===== config.mk =====
export PLATFORM = sky130hd
export DESIGN_NAME = tlb_op_unit
export DESIGN_NICKNAME = d
export VERILOG_FILES = /design/src/rtl/tlb_op_unit.sv
export SDC_FILE = /design/constraint.sdc
export NUM_CORES = 1
export LEC_CHECK = 0
export BUFFER_PORTS_ARGS = -buffer_cell sky130_fd_sc_hd__buf_2
export CELL_PAD_IN_SITES_DETAIL_PLACEMENT = 1
export CELL_PAD_IN_SITES_GLOBAL_PLACEMENT = 1
export CORE_MARGIN = 5
export CORE_UTILIZATION = 30
export CTS_CLUSTER_SIZE = 28
export DETAILED_ROUTE_END_ITERATION = 12
export GPL_TIMING_DRIVEN = 0
export HOLD_SLACK_MARGIN = 0.1
export PLACE_DENSITY = 0.88
export SYNTH_ARGS = -nofsm -noshare
export SYNTH_HDL_FRONTEND = slang
export SYNTH_SLANG_ARGS = --single-unit

===== constraint.sdc =====
create_clock -name clk -period 1.6 [get_ports clk]
set_input_delay 0.24 -clock clk [delete_from_list [all_inputs] [get_ports clk]]
set_output_delay 0.24 -clock clk [all_outputs]
set_load 0.005 [all_outputs]

===== src/rtl/tlb_op_unit.sv =====
// Sequences CP0 TLBP/TLBR/TLBWI/TLBWR against the TLB array and owns the CP0 Random register.
// Accept -> EXEC -> DONE: one op every 3 cycles at most; busy requests wait (op_ready low).
module tlb_op_unit #(
  parameter int TLBNUM = 16,
  localparam int IW = $clog2(TLBNUM)
) (
  input  logic          clk,
  input  logic          reset,
  input  logic          op_valid,
  input  logic [1:0]    op_code,
  output logic          op_ready,
  output logic          done,
  input  logic [18:0]   c0_vpn2,
  input  logic [7:0]    c0_asid,
  input  logic [11:0]   c0_mask,
  input  logic [25:0]   c0_lo0,
  input  logic [25:0]   c0_lo1,
  input  logic [IW-1:0] c0_index,
  input  logic [IW-1:0] c0_wired,
  input  logic          wired_we,
  output logic [IW-1:0] random,
  output logic [18:0]   s_vpn2,
  output logic          s_odd_page,
  output logic [7:0]    s_asid,
  input  logic          s_found,
  input  logic [IW-1:0] s_index,
  output logic [IW-1:0] r_index,
  input  logic [11:0]   r_mask,
  input  logic [18:0]   r_vpn2,
  input  logic [7:0]    r_asid,
  input  logic          r_g,
  input  logic [19:0]   r_pfn0,
  input  logic [2:0]    r_c0,
  input  logic          r_d0,
  input  logic          r_v0,
  input  logic [19:0]   r_pfn1,
  input  logic [2:0]    r_c1,
  input  logic          r_d1,
  input  logic          r_v1,
  output logic          we,
  output logic [IW-1:0] w_index,
  output logic [11:0]   w_mask,
  output logic [18:0]   w_vpn2,
  output logic [7:0]    w_asid,
  output logic          w_g,
  output logic [19:0]   w_pfn0,
  output logic [2:0]    w_c0,
  output logic          w_d0,
  output logic          w_v0,
  output logic [19:0]   w_pfn1,
  output logic [2:0]    w_c1,
  output logic          w_d1,
  output logic          w_v1,
  output logic          probe_we,
  output logic          probe_p,
  output logic [IW-1:0] probe_index,
  output logic          rd_we,
  output logic [18:0]   rd_vpn2,
  output logic [7:0]    rd_asid,
  output logic [11:0]   rd_mask,
  output logic [25:0]   rd_lo0,
  output logic [25:0]   rd_lo1
);

  localparam logic [1:0] IDLE = 2'd0;
  localparam logic [1:0] EXEC = 2'd1;
  localparam logic [1:0] DONE = 2'd2;

  localparam logic [1:0] OP_TLBP  = 2'b00;
  localparam logic [1:0] OP_TLBR  = 2'b01;
  localparam logic [1:0] OP_TLBWR = 2'b11;

  localparam logic [IW-1:0] RAND_TOP = IW'(TLBNUM - 1);

  logic [1:0]    state;
  logic [1:0]    op_l;
  logic [18:0]   vpn2_l;
  logic [7:0]    asid_l;
  logic [11:0]   mask_l;
  logic [25:0]   lo0_l;
  logic [25:0]   lo1_l;
  logic [IW-1:0] tgt_l;

  assign op_ready = (state == IDLE);

  // Gated by reset so an op aborted mid-flight never writes or completes.
  assign we       = (state == EXEC) & op_l[1] & ~reset;
  assign done     = (state == DONE) & ~reset;
  assign probe_we = done & (op_l == OP_TLBP);
  assign rd_we    = done & (op_l == OP_TLBR);

  assign s_vpn2     = vpn2_l;
  assign s_asid     = asid_l;
  assign s_odd_page = 1'b0;
  assign r_index    = tgt_l;

  assign w_index = tgt_l;
  assign w_mask  = mask_l;
  assign w_vpn2  = vpn2_l;
  assign w_asid  = asid_l;
  assign w_g     = lo0_l[0] & lo1_l[0];
  assign w_pfn0  = lo0_l[25:6];
  assign w_c0    = lo0_l[5:3];
  assign w_d0    = lo0_l[2];
  assign w_v0    = lo0_l[1];
  assign w_pfn1  = lo1_l[25:6];
  assign w_c1    = lo1_l[5:3];
  assign w_d1    = lo1_l[2];
  assign w_v1    = lo1_l[1];

  always_ff @(posedge clk) begin
    if (reset) begin
      state  <= IDLE;
      op_l   <= '0;
      vpn2_l <= '0;
      asid_l <= '0;
      mask_l <= '0;
      lo0_l  <= '0;
      lo1_l  <= '0;
      tgt_l  <= '0;
    end else begin
      case (state)
        IDLE: if (op_valid) begin
          state  <= EXEC;
          op_l   <= op_code;
          vpn2_l <= c0_vpn2;
          asid_l <= c0_asid;
          mask_l <= c0_mask;
          lo0_l  <= c0_lo0;
          lo1_l  <= c0_lo1;
          tgt_l  <= (op_code == OP_TLBWR) ? random : c0_index;
        end
        EXEC:    state <= DONE;
        DONE:    state <= IDLE;
        default: state <= IDLE;
      endcase
    end
  end

  // Probe and read results are captured at the end of EXEC and held until the next op of their kind.
  always_ff @(posedge clk) begin
    if (reset) begin
      probe_p     <= 1'b0;
      probe_index <= '0;
      rd_vpn2     <= '0;
      rd_asid     <= '0;
      rd_mask     <= '0;
      rd_lo0      <= '0;
      rd_lo1      <= '0;
    end else if (state == EXEC) begin
      if (op_l == OP_TLBP) begin
        probe_p     <= ~s_found;
        probe_index <= s_found ? s_index : '0;
      end
      if (op_l == OP_TLBR) begin
        rd_vpn2 <= r_vpn2;
        rd_asid <= r_asid;
        rd_mask <= r_mask;
        rd_lo0  <= {r_pfn0, r_c0, r_d0, r_v0, r_g};
        rd_lo1  <= {r_pfn1, r_c1, r_d1, r_v1, r_g};
      end
    end
  end

  always_ff @(posedge clk) begin
    if (reset || wired_we || random == c0_wired)
      random <= RAND_TOP;
    else
      random <= random - 1'b1;
  end

endmodule


# ---- Word-level counts from Yosys, hierarchy flattened
# Cells that the tools add are included.
dict set report word_totals {
  regBits 199
  latch_bits 0
  ram_bits 0
  mem_bits_ro 0
  in_bits 200
  out_inout_bits 231
  wordCells 42
  n_memories 0
}
dict set report classes {
  add_sub_neg 1
  n_mul 0
  n_div 0
  order_cmp 0
  eq_ne 6
  shift 0
  n_mux 4
  n_bitwise 8
  reduce_logical 7
}
# operator n
set op_table {}
lappend op_table {{$mux 4} 2}
lappend op_table {{$and 1x1->1} 6}
lappend op_table {{$reduce_and 2->1} 3}
lappend op_table {{$eq 2x1->1 const B} 2}
lappend op_table {{$eq 2x2->1 const B} 2}
lappend op_table {{$eq 4x4->1} 1}
lappend op_table {{$logic_not 2->1} 2}
lappend op_table {{$pmux 2 s2} 1}
lappend op_table {{$sub 4x1->4 const B} 1}
lappend op_table {{$logic_or 1x1->1} 2}
lappend op_table {{$mux 2} 1}
lappend op_table {{$ne 2x2->1 const B} 1}
lappend op_table {{$not 1->1} 2}

# ---- Depth between registers and ports, before layout
dict set report logic_depth {
  ltp_word 3
  mapped_depth 7
  mapped_depth_nobuf 4
}

# ---- Worst setup path before layout
# OpenSTA, ideal clock, no wires.
dict set report synth_timing {
  kind {reg2reg}
  from {register state[1]}
  to {register op_l[0]}
  setup_time_ps 132
  arrival_ps 1282
  required_ps 1468
  slack_ps 186
  stages_incl_launch_ff 8
  n_path_buf 4
  period_less_slack_ps 1414
  cell_sequence {dfxtp_1 buf_2 or3b_1 clkbuf_1 buf_6 buf_6 nand2_1 a21oi_1}
}
dict set report synth_via {
  elab_chain_cells 2
}
# item line_no
set synth_rtl {}
lappend synth_rtl {{start, declared} 75} ;# logic [1:0] state;
lappend synth_rtl {{start signal, assigned} 113} ;# state <= IDLE;
lappend synth_rtl {{start signal, assigned} 124} ;# state <= EXEC;
lappend synth_rtl {{start signal, assigned} 133} ;# EXEC: state <= DONE;
lappend synth_rtl {{$logic_not 2->1} 122} ;# case (state)
lappend synth_rtl {{$reduce_and 2->1 (no line)} --}
lappend synth_rtl {{end signal, assigned} 125} ;# op_l <= op_code;
lappend synth_rtl {{end, declared} 76} ;# logic [1:0] op_l;
# Every way passes these cells.
# A chain may end at the register's enable or synchronous reset.

# ---- Final worst setup path
dict set report layout_timing {
  from {register state[0]}
  to {output rd_we}
}
dict set report layout_via {
  elab_chain_cells 3
}
# item line_no
set layout_rtl {}
lappend layout_rtl {{$eq 2x2->1} 88} ;# assign done = (state == DONE) & ~reset;
lappend layout_rtl {{$and 1x1->1} 88}
lappend layout_rtl {{$and 1x1->1} 90} ;# assign rd_we = done & (op_l == OP_TLBR);
lappend layout_rtl {{end, declared} 57} ;# output logic rd_we,
# Every way passes these cells.

==> run summary <==
The horizontal die dimension came out at 169 um. Global routing finished with a remaining overflow of 0. The number of nets handed over by synthesis was 1156. The final standard cell count with taps included and fillers excluded is 1952. The standard cell core area came out at 25000 um^2. On the final layout, the worst hold slack is 0.138 ns. The number of placed instances, taps included, is 1713. The net count of the finished layout is 1799. The share of layout cells above drive strength 1 is 37.9%.

Of the available clock period, the critical path in the final layout requires 100%. The initial antenna violation count is 9. The clock period minus worst slack came out at 1.60 ns. The path class of the tightest hold or removal check is input pin to flop.

The final hold violation count came to 0. The worst setup path is launched from a flop. The max-slew violation total from the final report is 0. In this run the deepest clock path goes through 2 buffers.

The cell count after synthesis came out at 955. The maximum frequency from static timing analysis is 623 MHz. The area of the die is 28500 um^2. Data on the critical path arrives at its endpoint at 1.36 ns. The placed wire-length estimate is 24.5 mm. Dividing total power by cell area gives a power density of 897 nW/um^2. The run finished, with violations left.

The standby leakage power came out at 6.08 nW. The first global-routing pass estimated 62.0 mm of wire. The number of buffer and inverter stages on the critical path is 1.

The number of synthesized register bits came out at 198. For this run, the slowest stage of the critical path takes 0.37 ns. Measured along the y axis, the die boundary spans 169 um. The aggregate global-route resource usage came out at 28.2%.

The cell area after synthesis came out at 7550 um^2. Max-cap violations in this run came to 0. The DRC violation count after routing is 0. Counting the buffers created by CTS gives 17. The number of fillers in the final layout is 3105. In the layout the commonest cells are buf_2 (435), nand2_1 (375), dfxtp_1 (195). Measured against its own limit, the worst slew margin works out to 43.8%. The count of vias placed by the detailed router came out at 9522.

The routed wire length came out at 42.4 mm. The total number of yosys warnings is 0. The most common cell after layout, fill and taps aside is buf_2. The peak fanout along the critical path is 6. The floorplan has 58 rows. The transition time of the tightest slew-check pin came out at 0.843 ns. The worst setup path is captured at a primary output. The post-route worst setup slack came out at -0.00471 ns. The average detailed-routed wire length per instance came out at 21.7 um.

The routed via count divided by cell count came out at 4.88. Clock tree synthesis found a total of 198 sinks. The final weighted congestion of routability-driven global placement came out at 0.870. The area added between synthesis and finish came out at 70.7%. The count of cell types in the netlist came out at 24. The clock latency on the worst-skew pair came out at 0.44 ns. The worst vdd rail ir drop came out at 615 uV. The initial core utilization is 30.3%. The type of the worst setup path is flop to primary output. The maximum level of the CTS H-tree is 4. The post-synthesis area per instance came out at 7.91 um^2. Broken down by cell family, the worst path's largest delay share belongs to simple AND/OR/NAND/NOR gates.

The clock transition time at the flip-flop clock pins of the worst setup and hold paths is 0.07 ns. The total iterations of the first detailed-routing run came out at 5. Entering global routing, the biggest net connects 21 pins. The count of input and output buffers is 428. The via count of the first global-routing pass is 10722. The data required time of the critical path came out at 1.36 ns. The critical-path cell with the highest stage delay is dfxtp_4.

Setup repair after global routing could not meet its margin everywhere. The initial DRC count came out at 453. The sequential element share of the synthesized area came out at 52.5%. The count of antenna-violating nets left after detailed routing came out at 0. In the final timing run, aggregate negative setup slack is -0.00471 ns. Across the routed clock network, the largest skew measured is 0.0223 ns.

Setup violations remaining at the end of the flow were counted as 1. The I/O pin total is 431. The clock tree root buffer cell is clkbuf_16.

The critical path goes through nor2_2 -> nand2_2 -> nor3b_2 -> buf_2. The final reports fail on setup timing. TritonCTS built the clock tree.
-- power by group --
group	switching, W	internal [W]
logic	0.000887	0.000998
registers	0.000159	0.00512
clock network	0.00226	0.00215
-- worst min-delay path, delay by kind of cell --
kind | cells | cell delay, ns
AO/OA/AOI/OAI | 1 | 0.06
buffers and inverters | 1 | 0.14
AND/OR/NAND/NOR | 1 | 0.07
-- synth_stat cells, drive strengths merged --
cell / n / area share [%]
nor4b: 1 / 0.20
xnor2: 6 / 0.70
nor3b: 3 / 0.30
and2: 2 / 0.17
a211oi: 1 / 0.099
nand4bb: 1 / 0.15
ha: 1 / 0.17
a21oi: 187 / 12
nand3: 12 / 0.80
dfxtp: 198 / 52
conb: 1 / 0.050
a311oi: 4 / 0.46
nand2: 376 / 19
nor2: 9 / 0.45
or3b: 1 / 0.12
or4b: 1 / 0.13
buf: 110 / 10
nor3: 2 / 0.13
clkbuf: 34 / 1.7
inv: 3 / 0.15
nor4bb: 1 / 0.13
nand4: 1 / 0.083
-- logic make-up (layout without fill, tap and decap cells) --
group | Yosys count | in the layout | synth area share (%)
xor gates and xnor gates | 6 | 6 | 0.696
buffers and inverters | 147 | 803 | 12.3
DFF | 198 | 198 | 52.5
and+or+nand+nor | 410 | 410 | 21.3
AOI/OAI and AO/OA | 192 | 192 | 13.0
other | 1 | 12 | 0.0496
adders and majority gates | 1 | 1 | 0.166
-- flip-flops by register name (all words and copies together), names as in the netlist --
register / flops
probe_p: 1
s_vpn2: 19
op_l: 2
r_index: 4
lo0_l: 26
w_mask: 12
probe_index: 4
rd_vpn2: 19
rd_mask: 12
random: 4
rd_lo0: 26
state: 2
rd_asid: 8
lo1_l: 26
rd_lo1: 25
s_asid: 8
-- through the flow --
step	setup slack (ns)	utilization [%]	total power [W]	cell area, um^2
5_1_grt	-0.0431	51.6	0.0120	12900
3_3_place_gp	-0.337	40.5	0.00665	10100
4_1_cts	-0.0180	50.8	0.0114	12700
6_report	-0.00471	51.6	0.0116	12900
3_5_place_dp	-0.411	40.5	0.00671	10100
2_1_floorplan	0.186	-	0.00598	7550
-- worst paths after layout --
check	startpoint	end	slack (ns)	cells past startpoint
hold / removal	op_code[1]	op_l[1]$_SDFFE_PP0P_	0.14	3
hold reg to reg	w_mask[6]$_SDFFE_PP0P_	w_mask[6]$_SDFFE_PP0P_	0.45	2
setup reg to reg	state[1]$_SDFFE_PP0P_	lo0_l[8]$_SDFFE_PP0P_	0.04	6
setup / recovery	state[0]$_SDFFE_PP0P_	rd_we	-0.005	4
-- timing repair --
| action | 4_1_cts | 5_1_grt |
|---|---|---|
| setup endpoints to repair | 128 | 174 |
| buffers inserted | 2 | 3 |
| pin swaps | 0 | 4 |
| hold buffers | 190 | 0 |
| gates resized for setup | 27 | 69 |
| cloned | 0 | 2 |
| hold endpoints to repair | 193 | 0 |
-- cell type report --
cell class	count	area (um^2)	area share, %
antenna	11	27.5	0.213
buffer	143	1040	8.04
tap	330	413	3.20
clock inverter	14	153	1.18
timing repair buffer	625	4100	31.8
multi-input combinational	610	2740	21.3
clock buffer	18	439	3.41
sequential	198	3970	30.8
inverter	3	11.3	0.0873
-- metal layers --
layer / GRT usage, % / share of wire [%] / routed length, um
met2: 53.3 / 54 / 22800
met1: 28.0 / 34 / 14600
met3: 6.52 / 5.4 / 2300
met4: 16.3 / 6.5 / 2770
met5: 0 / 0 / 0
No activity file was read; power rests on OpenSTA's default activity.
